File: config.mk
export PLATFORM = sky130hd
export DESIGN_NAME = mem_bus_arbiter
export DESIGN_NICKNAME = d
export VERILOG_FILES = /design/src/rtl/mem_bus_arbiter.sv
export SDC_FILE = /design/constraint.sdc
export NUM_CORES = 1
export LEC_CHECK = 0
export ABC_AREA = 0
export CAP_MARGIN = 10
export CORE_MARGIN = 2
export CORE_UTILIZATION = 37
export DETAILED_ROUTE_END_ITERATION = 6
export PLACE_DENSITY = 0.75
export SLEW_MARGIN = 15
export SYNTH_ARGS = -nofsm -noshare
export SYNTH_HDL_FRONTEND = slang
export SYNTH_SLANG_ARGS = --single-unit
File: constraint.sdc
create_clock -name clk -period 2 [get_ports clk]
set_clock_uncertainty 0.2 [all_clocks]
set_input_delay 0.4 -clock clk [delete_from_list [all_inputs] [get_ports clk]]
set_output_delay 0.4 -clock clk [all_outputs]
set_load 0.01 [all_outputs]
File: src/rtl/mem_bus_arbiter.sv
// Shares the decoder data port between M0 (CPU load/store) and M1 (UART loader / debug).
// Latency: gnt combinational in IDLE; write done at gnt+2, read done at gnt+2+RD_LAT.
// Backpressure: a master holds req until gnt; no grant is issued while an access is in flight.
module mem_bus_arbiter #(
    parameter int RD_LAT     = 1,
    parameter int FIXED_PRIO = 0
) (
    input  logic        clk,
    input  logic        rst_n,
    input  logic        m0_req,
    input  logic        m0_we,
    input  logic [31:0] m0_addr,
    input  logic [31:0] m0_wdata,
    output logic        m0_gnt,
    output logic        m0_done,
    output logic [31:0] m0_rdata,
    input  logic        m1_req,
    input  logic        m1_we,
    input  logic [31:0] m1_addr,
    input  logic [31:0] m1_wdata,
    output logic        m1_gnt,
    output logic        m1_done,
    output logic [31:0] m1_rdata,
    output logic        bus_mem_read,
    output logic        bus_mem_write,
    output logic [31:0] bus_addr,
    output logic [31:0] bus_wdata,
    input  logic [31:0] bus_rdata,
    output logic        busy
);

    typedef enum logic [1:0] {IDLE, BUS, RDWAIT} state_t;

    localparam logic [2:0] RD_LAT_C = 3'(RD_LAT);

    state_t      state, state_nxt;
    logic [2:0]  cnt, cnt_nxt;
    logic        cur;          // owner of the in-flight access: 0 = M0, 1 = M1
    logic        last_grant;   // 1 = M1 was granted last
    logic        lat_we;
    logic [31:0] lat_addr;
    logic [31:0] lat_wdata;
    logic        gnt0, gnt1;
    logic        fin;

    always_comb begin
        state_nxt = state;
        cnt_nxt   = cnt;
        gnt0      = 1'b0;
        gnt1      = 1'b0;
        fin       = 1'b0;
        unique case (state)
            IDLE: begin
                // M0 wins a tie in fixed mode, or when M1 was served last
                if (m0_req && (!m1_req || (FIXED_PRIO != 0) || last_grant)) begin
                    gnt0 = 1'b1;
                end else if (m1_req) begin
                    gnt1 = 1'b1;
                end
                if (gnt0 || gnt1) begin
                    state_nxt = BUS;
                end
            end
            BUS: begin
                if (lat_we || (RD_LAT == 0)) begin
                    fin       = 1'b1;
                    state_nxt = IDLE;
                end else begin
                    cnt_nxt   = RD_LAT_C;
                    state_nxt = RDWAIT;
                end
            end
            RDWAIT: begin
                cnt_nxt = cnt - 3'd1;
                if (cnt == 3'd1) begin
                    fin       = 1'b1;
                    state_nxt = IDLE;
                end
            end
            default: state_nxt = IDLE;
        endcase
    end

    always_ff @(posedge clk or negedge rst_n) begin
        if (!rst_n) begin
            state      <= IDLE;
            cnt        <= 3'd0;
            cur        <= 1'b0;
            last_grant <= 1'b1;
            lat_we     <= 1'b0;
            lat_addr   <= 32'd0;
            lat_wdata  <= 32'd0;
            m0_done    <= 1'b0;
            m1_done    <= 1'b0;
            m0_rdata   <= 32'd0;
            m1_rdata   <= 32'd0;
        end else begin
            state   <= state_nxt;
            cnt     <= cnt_nxt;
            m0_done <= fin && !cur;
            m1_done <= fin && cur;
            if (gnt0 || gnt1) begin
                cur        <= gnt1;
                last_grant <= gnt1;
                lat_we     <= gnt1 ? m1_we    : m0_we;
                lat_addr   <= gnt1 ? m1_addr  : m0_addr;
                lat_wdata  <= gnt1 ? m1_wdata : m0_wdata;
            end
            if (fin && !lat_we) begin
                if (cur) begin
                    m1_rdata <= bus_rdata;
                end else begin
                    m0_rdata <= bus_rdata;
                end
            end
        end
    end

    // Strobes decode from state so an async reset drops them immediately
    assign m0_gnt        = gnt0;
    assign m1_gnt        = gnt1;
    assign busy          = (state != IDLE);
    assign bus_mem_write = (state == BUS) && lat_we;
    assign bus_mem_read  = ((state == BUS) && !lat_we) || (state == RDWAIT);
    assign bus_addr      = busy ? lat_addr : 32'd0;
    assign bus_wdata     = bus_mem_write ? lat_wdata : 32'd0;

endmodule

### Word level (Yosys, flattened, before mapping)

Index checks and enable logic that the tools add are counted.

* word-level logic and storage cells: 60
* input bits: 166
* output and inout port bits: 135
* register bits after elaboration: 138

* eq/ne operators: 6
* reduce and logical (&&, ||, !) cells: 20
* add/sub/neg operators: 1
* mux-type cells: 21
* bitwise operators: 1

Operators by type and width (number)
* $mux 32: 4
* $mux 1: 10
* $reduce_and 2->1: 4
* $logic_and 1x1->1: 6
* $mux 2: 3
* $ne 2x2->1 const B: 3
* $pmux 2 s3: 1
* $pmux 3 s2: 1
* $logic_or 1x1->1: 4
* $reduce_bool 2->1: 2
* $eq 3x1->1 const B: 1
* $logic_not 1->1: 3
* $mux 3: 1
* $sub 3x1->3 const B: 1
* $eq 2x1->1 const B: 1
* $eq 2x2->1 const B: 1
* $logic_not 2->1: 1
* $pmux 1 s2: 1
* $not 1->1: 1

### Longest topological paths before layout

* word-level depth: 8
* mapped depth: 8
* depth with buffers taken out: 5

### Least setup slack after synthesis

No wires, ideal clock.

* kind: register -> register
* start: register state[0]
* end: register m1_rdata[0]
* path slack: -0.027 ns
* period minus slack after synthesis: 2.027 ns
* data arrival time: 1.702 ns
* stages on the path, launching flop included: 8
* setup time: 0.125 ns
* path buffers: 2
* data required time: 1.675 ns
* path through: dfrtp_1 -> inv_1 -> ha_1 -> and3b_4 -> and4_4 -> buf_8 -> buf_12 -> mux2_4

* longest elaborated chain between the ends: 4
* elaborated cells on any way between the ends: 5
* those cells by class: eq/ne (2); mux (1); reduce/logical (2)

Ends and longest elaborated chain
* start, declared: line 36 `state_t state, state_nxt;`
* start signal, assigned: line 98 `state <= state_nxt;`
* $eq 2x2->1 / $eq 2x1->1 (equally long branches): line 52 `unique case (state)`
* $pmux 1 s2 *: line 52
* $logic_and 1x1->1 *: line 109 `if (fin && !lat_we) begin`
* $reduce_and 2->1 (no source line) *
* end signal, assigned: line 111 `m1_rdata <= bus_rdata;`
* end, declared: line 23 `output logic [31:0] m1_rdata,`

Mark *: on every way between the ends. The rest lies on a longest branch, timed or not.
A chain may end at the register's enable or synchronous reset.

### Final worst setup path

* start: register state[0]
* end: output bus_wdata[29]

* longest elaborated chain between the ends: 3

Ends and longest elaborated chain
* $eq 2x1->1: line 123 `assign bus_mem_write = (state == BUS) && lat_we;`
* $logic_and 1x1->1: line 123
* $mux 32: line 126 `assign bus_wdata = bus_mem_write ? lat_wdata : 32'd0;`
* end, declared: line 27 `output logic [31:0] bus_wdata,`

No other way between the ends.

==> results by group <==
Setup path
  • Slowest CP cell: dfrtp_1
  • CP cell instances: buf_6 -> ha_4 -> buf_12 -> buf_16 -> and3_4 -> buf_6
  • Worst setup path start: state[0]
  • Worst flop-to-flop path startpoint: state[0]
  • Worst EP arrival: around 1.7 ns
  • Startpoint types: flip-flop
  • WP data required: around 1.4 ns
  • Setup CP Type: flip-flop to output port
  • CP max stage delay: about 0.4 ns
  • Maximum fanout along the worst path: 8
  • Crit. End Element: output port
  • Worst path most repeated cell: buf_6

Logic synthesis
  • Dominant synthesized flop cell: dfrtp_1
  • Post-synth EDFFs: 0
  • Top cells by count, synth: dfrtp_1 (137), and2_1 (66), a221o_1 (65)
  • Most common cell in the netlist: dfrtp_1
  • Post-Syn Area per Cell: between 10 and 15 um^2
  • Area contributors post-synth: dfrtp_1 (55%), a221o_1 (10%), mux2_4 (7.2%)
  • Warnings from Yosys: 0
  • Yosys reg bits: between 100 and 150
  • FFs w/ async S/R, synth: 100.0%
  • Share of the synthesized area in the top cell type: a little over half
  • Leading area contributor after synthesis: dfrtp_1
  • Synth Net Count: between 600 and 700
  • Post-Syn Instances: between 400 and 500
  • Synth cell types: 36
  • Seq/Total Area, Yosys: 54.92%
  • Netlist Area Pre-Place: about 6300 um^2

Cells and area
  • Post-layout util: approximately two thirds
  • Layout cells sized above 1: 42.02%
  • Area delta synth->final: 78.00%
  • ANT cells: 0
  • NumNets Final: ~1000
  • Sequential cell area: ~3500 um^2
  • Fill cells: between 1000 and 1500
  • Multi-input logic area: ~3000 um^2

Clock network
  • Level count of the clock H-tree: 4
  • Clock Pin Slew Worst Setup and Hold Paths: roughly 0.060 ns
  • Clock Tree Buf Depth: 2
  • Clk_lat worst skew: around 0.42 ns
  • CTS root buf: clkbuf_16
  • Total CTS buffers: 17
  • CTS tree: yes
  • TritonCTS Sinks: around 140

Global routing
  • GRT Total Usage: around 22%
  • First-pass GRT wire length: between 30 and 40 mm
  • Largest net degree at the start of global routing: 68
  • Remaining Overflow, GRT: 0
  • Number of global-route vias before repair: around 5700
  • Initial antenna violation count: 0

STA
  • Post-route minimum period: between 2 and 2.5 ns
  • Max Fclk: around 430 MHz
  • RSZ-0062 raised after global routing: true
  • Endpoints failing setup: ~200
  • Final slew viol count: 0
  • Max_slew headroom: 65.95%
  • Tcrit/Tclk final: 115.2%
  • Worst Max-Slew Pin Slew: slightly above 0.5 ns
  • Worst setup margin: -0.3032 ns
  • Hold Fails Final Rpt: 0
  • Hold_ws: ~0.27 ns

Floorplan
  • Die area: between 15000 and 20000 um^2
  • Rows: 47
  • Core area: between 15000 and 20000 um^2
  • Die Wd: between 100 and 150 um
  • Top Ports: approximately 300
  • Die H: about 130 um
  • Initial Utilization: a little under two fifths

Routing
  • Iter 0 DRT Violations: approximately 260
  • Wirelength per Cell: 21.19 um
  • TritonRoute pass-1 iters: 4
  • Antenna-violating nets left: 0
  • Drt drc: 0
  • Via density: approximately 5.3
  • Via count: 5571
  • Routed WL: approximately 22 mm

Pwr
  • Sw Pwr: slightly below 6000 uW
  • Internal power: 11720 uW
  • Logic pwr share: 54.7%
  • Maximum vdd ir drop: ~0.73 mV
  • Leakage: between 0.004 and 0.005 uW
  • Switch share: 33.69%
  • Sequential power share: 28.3%
  • Tot Pwr: approximately 18000 uW
  • Pwr/cell area: ~1600 nW/um^2
  • Clock share of power: about 17%

Outcome
  • Violated checks: negative setup slack
  • Status: complete, but fails checks

Flow run
  • Max-cap violations: 0

Min path
  • Hold Path Class: primary input to async pin

Placed design
  • Hpwl dp: ~14 mm
  • RePlAce Congestion: 0.8207
  • Input/output buffers: 300
## registers in the layout (all words and copies together), names as in the netlist, 2 cells and up
signal and count:
cnt 3, m1_rdata 32, m0_rdata 32, lat_wdata 32
state 2, lat_addr 32
## cell usage in the layout, fill, tap and decap left out, drive strengths merged, types with 3 or more instances in the layout
master,Yosys,layout
clkdlybuf4s50,0,229
dfrtp,137,137
buf,16,99
and2,66,66
a221o,65,65
mux2,64,64
clkbuf,22,51
and3,32,32
nor2b,32,32
inv,10,19
nand2,5,5
ha,5,5
nor2,4,4
o21ai,3,4
a21oi,3,3
clkinvlp,0,3
## path summary, 6_finish.rpt
kind / to / slack [ns] / cells past startpoint
max: bus_wdata[29] / -0.30 / 6
min: m1_rdata[24] / 0.27 / 2
max reg2reg: m1_rdata[12] / -0.26 / 7
min reg2reg: m0_rdata[10] / 0.30 / 1
max in group asynchronous: last_grant / 0.72 / 3
min in group clk: m0_rdata[10] / 0.30 / 1
## cell families after synthesis
group,Yosys count,synth area share (%)
flip-flops,138,54.92
multiplexers,65,13.41
AO/OA/AOI/OAI,78,11.92
adder cells (fa/ha/maj),5,0.9946
buffers and inverters,48,4.178
AND/OR/NAND/NOR,146,14.58
## layout make-up
cell class,count,area share [%]
clock buffers,18,3.923
clock inverters,14,1.106
inverters,10,0.3576
multi-input cells,295,26.93
flip-flops and latches,138,30.86
well taps,220,2.459
repair buffers,365,34.37
## power by group through the flow
| stage | combinational, uW | sequential (uW) | clock (uW) |
|---|---|---|---|
| 2_1_floorplan | 3500 | 5040 | 0 |
| 3_3_place_gp | 7390 | 4830 | 0 |
| 3_5_place_dp | 7570 | 4880 | 0 |
| 4_1_cts | 8140 | 4900 | 3050 |
| 5_1_grt | 10200 | 5150 | 3200 |
| 6_report | 9670 | 5000 | 3010 |
## metal layers
layer | track usage (%) | up-vias | wire length (um)
met5 | 0 | - | 0
met3 | 5.782 | 37 | 1655
met1 | 27.85 | 2782 | 9139
li1 | - | 2452 | -
met4 | 9.474 | 0 | 477
met2 | 37.30 | 300 | 11190
## worst max-delay path: cells and delay by family, from the launching register on
kind | cells | cell delay [ns]
buffers and inverters | 4 | 0.53
flip-flops | 1 | 0.40
AND/OR/NAND/NOR | 1 | 0.19
adder cells (fa/ha/maj) | 1 | 0.17
## per-stage QoR
stage / TNS (ns) / setup WS, ns / area, um^2 / instances
floorplan: 0 / 0.004666 / 6292 / 480
global placement: -38.37 / -0.4988 / 9688 / 990
detailed placement: -44.04 / -0.5122 / 9688 / 990
CTS: -25.52 / -0.3014 / 10700 / 1037
global route: -40.12 / -0.3421 / 11200 / 1060
finish: -29.95 / -0.3032 / 11200 / 1060
## what timing repair did
item	in CTS	in global routing
cloned	5	16
endpoints found under the setup margin	169	198
buffers inserted	9	7
gates resized for setup	263	169
hold buffers	1	0
hold endpoints to repair	33	0
pin swaps	30	63
No activity file was read; power rests on OpenSTA's default activity.
